$ cat src/rtl/grf.sv
// General register file: 32 x 32-bit registers, two combinational read
// ports with same-cycle write bypass, one synchronous write port, and
// an asynchronous active-low clear. $0 is hard-wired to zero.
// Committed writes emit a simulation log line tagged with the writer's PC.
module grf (
  input  logic        clk,
  input  logic        reset,
  input  logic [4:0]  read_reg1,
  input  logic [4:0]  read_reg2,
  input  logic [4:0]  write_reg,
  input  logic [31:0] write_data,
  input  logic        regwrite,
  input  logic [31:0] pc_new,
  output logic [31:0] read_data1,
  output logic [31:0] read_data2
);

  // Entry 0 exists only so every 5-bit index is in range. It is cleared
  // by reset, never written, and masked on the read side as well.
  logic [31:0] regs [0:31];

  // A write commits only outside reset and never to $0.
  logic write_en;

  // Qualify the write; the same term drives storage, bypass and the log.
  always_comb begin
    write_en = reset && regwrite && (write_reg != 5'd0);
  end

  // Storage: asynchronous clear, otherwise one write per rising edge.
  always_ff @(posedge clk or negedge reset) begin
    if (!reset) begin
      for (int i = 0; i < 32; i++) begin
        regs[i] <= 32'd0;
      end
    end else if (write_en) begin
      regs[write_reg] <= write_data;
    end
  end

`ifndef SYNTHESIS
  // Write log for simulation only; it does not touch any design state.
  always_ff @(posedge clk) begin
    if (write_en) begin
      $display("@%h: $%2d <= %h", pc_new, write_reg, write_data);
    end
  end
`else
  logic unused_pc;
  always_comb begin
    unused_pc = ^pc_new;
  end
`endif

  // Read port 1: zero in reset or for $0, bypass the in-flight write,
  // otherwise the stored value.
  always_comb begin
    read_data1 = 32'd0;
    if (reset && (read_reg1 != 5'd0)) begin
      if (write_en && (write_reg == read_reg1)) begin
        read_data1 = write_data;
      end else begin
        read_data1 = regs[read_reg1];
      end
    end
  end

  // Read port 2: identical selection logic, independent index.
  always_comb begin
    read_data2 = 32'd0;
    if (reset && (read_reg2 != 5'd0)) begin
      if (write_en && (write_reg == read_reg2)) begin
        read_data2 = write_data;
      end else begin
        read_data2 = regs[read_reg2];
      end
    end
  end

endmodule

$ cat config.mk
export PLATFORM = sky130hd
export DESIGN_NAME = grf
export DESIGN_NICKNAME = d
export VERILOG_FILES = /design/src/rtl/grf.sv
export SDC_FILE = /design/constraint.sdc
export NUM_CORES = 2
export LEC_CHECK = 0
export ABC_AREA = 1
export ABC_CLOCK_PERIOD_IN_PS = 3850
export BUFFER_PORTS_ARGS = -buffer_cell sky130_fd_sc_hd__buf_2
export CORE_MARGIN = 2
export CORE_UTILIZATION = 40
export CTS_BUF_LIST = sky130_fd_sc_hd__clkbuf_4
export CTS_CLUSTER_DIAMETER = 80
export DETAILED_ROUTE_END_ITERATION = 6
export MAX_ROUTING_LAYER = met4
export PLACE_DENSITY = 0.6
export SLEW_MARGIN = 40
export SYNTH_ARGS = -nofsm -noshare
export SYNTH_HDL_FRONTEND = slang
export SYNTH_SLANG_ARGS = --single-unit
$ cat constraint.sdc
create_clock -name clk -period 3.85 [get_ports clk]
set_input_delay 0.77 -clock clk [delete_from_list [all_inputs] [get_ports clk]]
set_output_delay 0.77 -clock clk [all_outputs]
set_load 0.02 [all_outputs]
### Word level (Yosys, flattened, before mapping)

Index checks and enable logic that the tools add are counted.

| storage, ports and cells | value |
|---|---|
| register bits after elaboration | 1024 |
| latch bits | 0 |
| bits in writable memories | 0 |
| ROM bits | 0 |
| input port bits | 82 |
| output and inout bits | 64 |
| word-level logic and storage cells | 64 |
| memories kept | 0 |

| cells by class | value |
|---|---|
| add/sub/neg operators | 0 |
| multipliers | 0 |
| div/mod/pow operators | 0 |
| $lt $le $gt $ge | 4 |
| equal/unequal tests | 2 |
| shift operators | 0 |
| mux-type cells | 13 |
| bitwise logic cells | 3 |
| reductions and logical operators | 10 |

Operators by type and width:

| operator | count |
|---|---|
| bitwise mux 1024 bit | 1 |
| binary-select mux 32 bit (select 5 bit) | 2 |
| 2-to-1 mux 32 bit | 9 |
| demux 32 bit (select 5 bit) | 1 |
| greater-or-equal comparator 6 bit, second input constant | 3 |
| inverter 5 -> 6 bit | 3 |
| nonzero test 5 bit | 3 |
| == test 5 bit | 2 |
| logical AND 1 bit | 7 |
| less-than comparator 6 x 1 -> 1 bit, second input constant | 1 |

### Longest topological paths before layout

| logic depth | value |
|---|---|
| depth after elaboration | 6 |
| gate-level depth with buffers | 12 |
| gate-level depth less buffers | 9 |

### Worst setup path after synthesis

OpenSTA, ideal clock, no wires.

| timing | value |
|---|---|
| path kind | input to output |
| start | input port write_reg[1] |
| end | output port read_data1[10] |
| data arrival time | 2340 ps |
| required time | 3080 ps |
| slack | 740 ps |
| cell stages on the path | 10 |
| buffers on the path | 3 |
| cell sequence | buf_2 nor2_2 nand2_1 nand2_4 inv_4 buf_6 buf_2 nand3_1 nand2_1 a21oi_1 |

| between the ends | value |
|---|---|
| word-level cells in the longest chain between the ends | 5 |

Ends and longest elaborated chain:

| item | line | source |
|---|---|---|
| from (decl) | 10 | `input logic [4:0] write_reg,` |
| nonzero test 5 bit | 27 | `write_en = reset && regwrite && (write_reg != 5'd0);` |
| logical AND 1 bit | 27 |  |
| logical AND 1 bit * | 60 | `if (write_en && (write_reg == read_reg1)) begin` |
| 2-to-1 mux 32 bit * | 60 |  |
| 2-to-1 mux 32 bit * | 59 | `if (reset && (read_reg1 != 5'd0)) begin` |
| to (decl) | 14 | `output logic [31:0] read_data1,` |

Mark *: on every way between the ends. The rest lies on a longest branch, timed or not.

### Worst setup path after layout

| timing | value |
|---|---|
| start | input port read_reg1[1] |
| end | output port read_data1[17] |

| between the ends | value |
|---|---|
| word-level cells in the longest chain between the ends | 6 |

Ends and longest elaborated chain:

| item | line | source |
|---|---|---|
| from (decl) | 8 | `input logic [4:0] read_reg1,` |
| inverter 5 -> 6 bit (implied by the code) | 63 | `read_data1 = regs[read_reg1];` |
| binary-select mux 32 bit (select 5 bit) | 63 |  |
| 2-to-1 mux 32 bit (implied by the code) (2 in a row) | 63 |  |
| 2-to-1 mux 32 bit | 60 |  |
| 2-to-1 mux 32 bit * | 59 |  |

Mark *: on every way between the ends. The rest lies on a longest branch, timed or not. The select of a mux whose other input is x is not followed.

==> results by group <==
Run status
  • Status: finished with violations
  • Failing checks: DRC

Layout
  • Final cell count without fillers: about 11,000
  • Fin nets: 9,328
  • Max FFs per register: 1,024
  • Largest registers: regs: 1024 flops
  • Final core occ: 45.5%
  • Register name with the most flops: regs
  • Share of cells above drive strength 1: 9.77%
  • Synth-to-Final Area Change: 12.6%
  • Fillers: 15,253

STA
  • Final Max Slew Viols: 0
  • Final WS setup: around 0.078 ns
  • Endpoints failing setup: 0
  • Hold Vio Cnt, Final: 0
  • Period Utilization, post-route: a little over nine tenths
  • Peak Freq: approximately 270 MHz
  • Worst Clk Skew: 0 ns
  • TNS Setup: 0 ns
  • Worst Max-Slew Pin Slew: 0.812 ns
  • Rel. slew slack: between 40 and 50%
  • Post-layout min period: around 3.8 ns

Pwr
  • Part of the power in registers: 44.9%
  • Clock share of power: 35.0%
  • Overall Power: 0.0288 W
  • Comb pwr share: 20.1%
  • Leak: 33.7 nW
  • Int Power: 0.0191 W
  • Maximum vdd drop: 0.321 mV
  • Net Switching: 0.00971 W
  • Pwr per Cell Area: about 430 mW/mm²
  • Sw frac: 33.7%

Flow run
  • Max Cap Viol: 0

Synthesis
  • Synth unique cells: 29
  • Mapped Cells: 9,271
  • #FFs+latches synth: 1,024
  • Mapped Area: between 0.05 and 0.06 mm²
  • Synth area leader: dfrtp_1
  • Avg Cell Area, Syn: 6.45 µm²
  • Yosys Warn Count: 0
  • Post-synthesis sequential area ratio: 42.8%
  • Synth top area cells: dfrtp_1 43%, nand2_1 23%, nand3_1 10%
  • Syn Nets: 9,353
  • Top-area cell type share of the netlist area: 42.8%

Placed design
  • RD Place Congestion: a little over 0.9
  • Port bufs: 113
  • Dpl hpwl: around 150,000 µm
  • Placed cells: 10,849
  • Pre-CTS WS: between 0.05 and 0.06 ns

Clock network
  • Clk sinks: 1,024
  • Post-CTS Setup Inserts: 0
  • Worst skew pair latency: between 1 and 1.5 ns
  • Num CTS Buffers: 308
  • H-Tree Depth: 5
  • Reg clk slew, reported paths: 0.07 ns
  • CTS tree: built
  • Bufs on Longest Clock Path: 4
  • Root buffer cell: clkbuf_4

Die
  • Die Y: 391 µm
  • Die area: 0.153 mm²
  • Initial Util: approximately two fifths
  • IO Pins: 146
  • Site row count: 141
  • Width of the die: 391 µm
  • Core area: 0.148 mm²

Global route
  • First-pass GRT wire length: 368,000 µm
  • Largest net degree at the start of global routing: 133
  • Vias in the first global route: 58,607
  • GRT Total Usage: approximately 33%
  • Antenna violations before repair: 18
  • Grt total ovfl: 0

Worst setup path
  • CP Capture Type: output pin
  • Worst setup SP type: input port
  • Worst Path Arrival: 3.00 ns
  • Crit-path max FO: 32
  • WS Path Type: input port to output pin
  • Worst endpoint required time: 3.08 ns

Routing
  • Routed wire length: 245,000 µm
  • Initial drt markers: about 8,000
  • Antenna Nets Post-Route: 0
  • DR pass1 iterations: 7
  • Drt wl/cell: between 20 and 25 µm
  • Vias per inst: ~5.5
  • Vias: between 60,000 and 70,000
  • Post-route DRC violation count: 1

Hold path
  • Worst min-delay path class: input port to flip-flop
[synth_stat cells]
| master | number |
|---|---|
| inv_2 | 6 |
| inv_4 | 1 |
| nand3_2 | 3 |
| buf_2 | 137 |
| nor2_1 | 773 |
| xor2_1 | 2 |
| nand2_4 | 1 |
| nor2_4 | 1 |
| nor2_2 | 5 |
| nor3_4 | 2 |
| nand2_2 | 10 |
| inv_1 | 685 |
| nor3_1 | 1 |
| a21oi_1 | 64 |
| nand2_1 | 3712 |
| nand4_4 | 2 |
| dfrtp_1 | 1024 |
| nor3_2 | 1 |
| buf_1 | 62 |
| clkinv_1 | 1 |
| xnor2_1 | 4 |
| buf_6 | 1 |
| nand3_1 | 1220 |
| clkbuf_2 | 3 |
| o21ai_1 | 71 |
| nand4_2 | 2 |
| nand4_1 | 4 |
| o21ai_0 | 922 |
| clkbuf_1 | 551 |
[repair_timing]
item                       in CTS  in global routing
setup endpoints to repair       2                 14
pin swaps                       0                  2
hold endpoints to repair      576                  0
gates resized for setup         3                 18
hold buffers                   16                  0
[stage by stage]
step | hold WS, ns | area (µm²)
floorplan | 0.451 | 59800
global placement | 0.385 | 63500
detailed placement | 0.388 | 63500
CTS | 0.00727 | 67200
global route | 0.0629 | 67300
finish | 0.109 | 67300
[per-layer routing]
| layer | wire length (µm) | part of all wire [%] | track usage (%) | vias to the layer above |
|---|---|---|---|---|
| met3 | 28600 | 12 | 8.87 | 698 |
| met2 | 104000 | 42 | 47.2 | 3482 |
| met4 | 12100 | 4.9 | 16.0 | 0 |
| met1 | 101000 | 41 | 42.5 | 29102 |
| met5 | 0 | 0 | - | - |
| li1 | - | - | - | 29056 |
[worst paths after layout]
kind                                   startpoint                      to  slack, ns  cells past startpoint
min in group asynchronous                   reset   regs[872]$_DFFE_PN0P_       0.65                      3
max in group asynchronous                   reset   regs[318]$_DFFE_PN0P_       1.20                      6
max                                  read_reg1[1]          read_data1[17]       0.08                     12
min                                write_data[23]   regs[375]$_DFFE_PN0P_       0.11                      4
min reg2reg                regs[1020]$_DFFE_PN0P_  regs[1020]$_DFFE_PN0P_       0.40                      0
max reg2reg                 regs[182]$_DFFE_PN0P_   regs[182]$_DFFE_PN0P_       3.12                      2
[cell type report]
type / instances / area (µm²) / share of cell area, %
antenna: 19 / 47.5 / 0.0706
tap: 1930 / 2410 / 3.59
clock inverter: 61 / 238 / 0.353
clock buffer: 431 / 3240 / 4.81
timing repair buffer: 419 / 4250 / 6.32
sequential: 1024 / 25600 / 38.1
multi-input combinational: 6800 / 28900 / 42.9
inverter: 693 / 2630 / 3.91
[critical path, stage by stage]
cell and delay [ns]:
buf_6 0.15, nor2_4 0.56, buf_12 0.34, buf_4 0.28
nand3_1 0.11, nand2_1 0.07, nor2_1 0.04, nand2_1 0.08
nand3_1 0.12, nand2_1 0.15, a21oi_1 0.10, buf_2 0.17
[cells in the final DEF, fill, tap and decap left out, types with 25 or more instances in the layout]
cell / n
buf_4: 188
nand3_1: 1220
o21ai_0: 922
buf_12: 98
a21oi_1: 51
dfrtp_1: 1024
clkbuf_4: 432
clkinv_1: 54
inv_1: 678
nand2_1: 3692
o21ai_1: 71
nor2_1: 769
nand2_4: 25
buf_2: 102
[power by group through the flow]
stage | logic [W] | clock network, W | registers (W)
after floorplan | 0.00379 | 0 | 0.0129
after global placement | 0.00553 | 0 | 0.0131
after detailed placement | 0.00566 | 0 | 0.0131
after CTS | 0.00569 | 0.0103 | 0.0129
after global routing | 0.00656 | 0.0109 | 0.0131
final | 0.00579 | 0.0101 | 0.0129
[kinds of logic after synthesis]
group	synth area share, %
AOI/OAI and AO/OA	8.84
xor gates and xnor gates	0.0879
buffers and inverters	9.39
DFF	42.8
and+or+nand+nor	38.8
No activity file was read; power rests on OpenSTA's default activity.
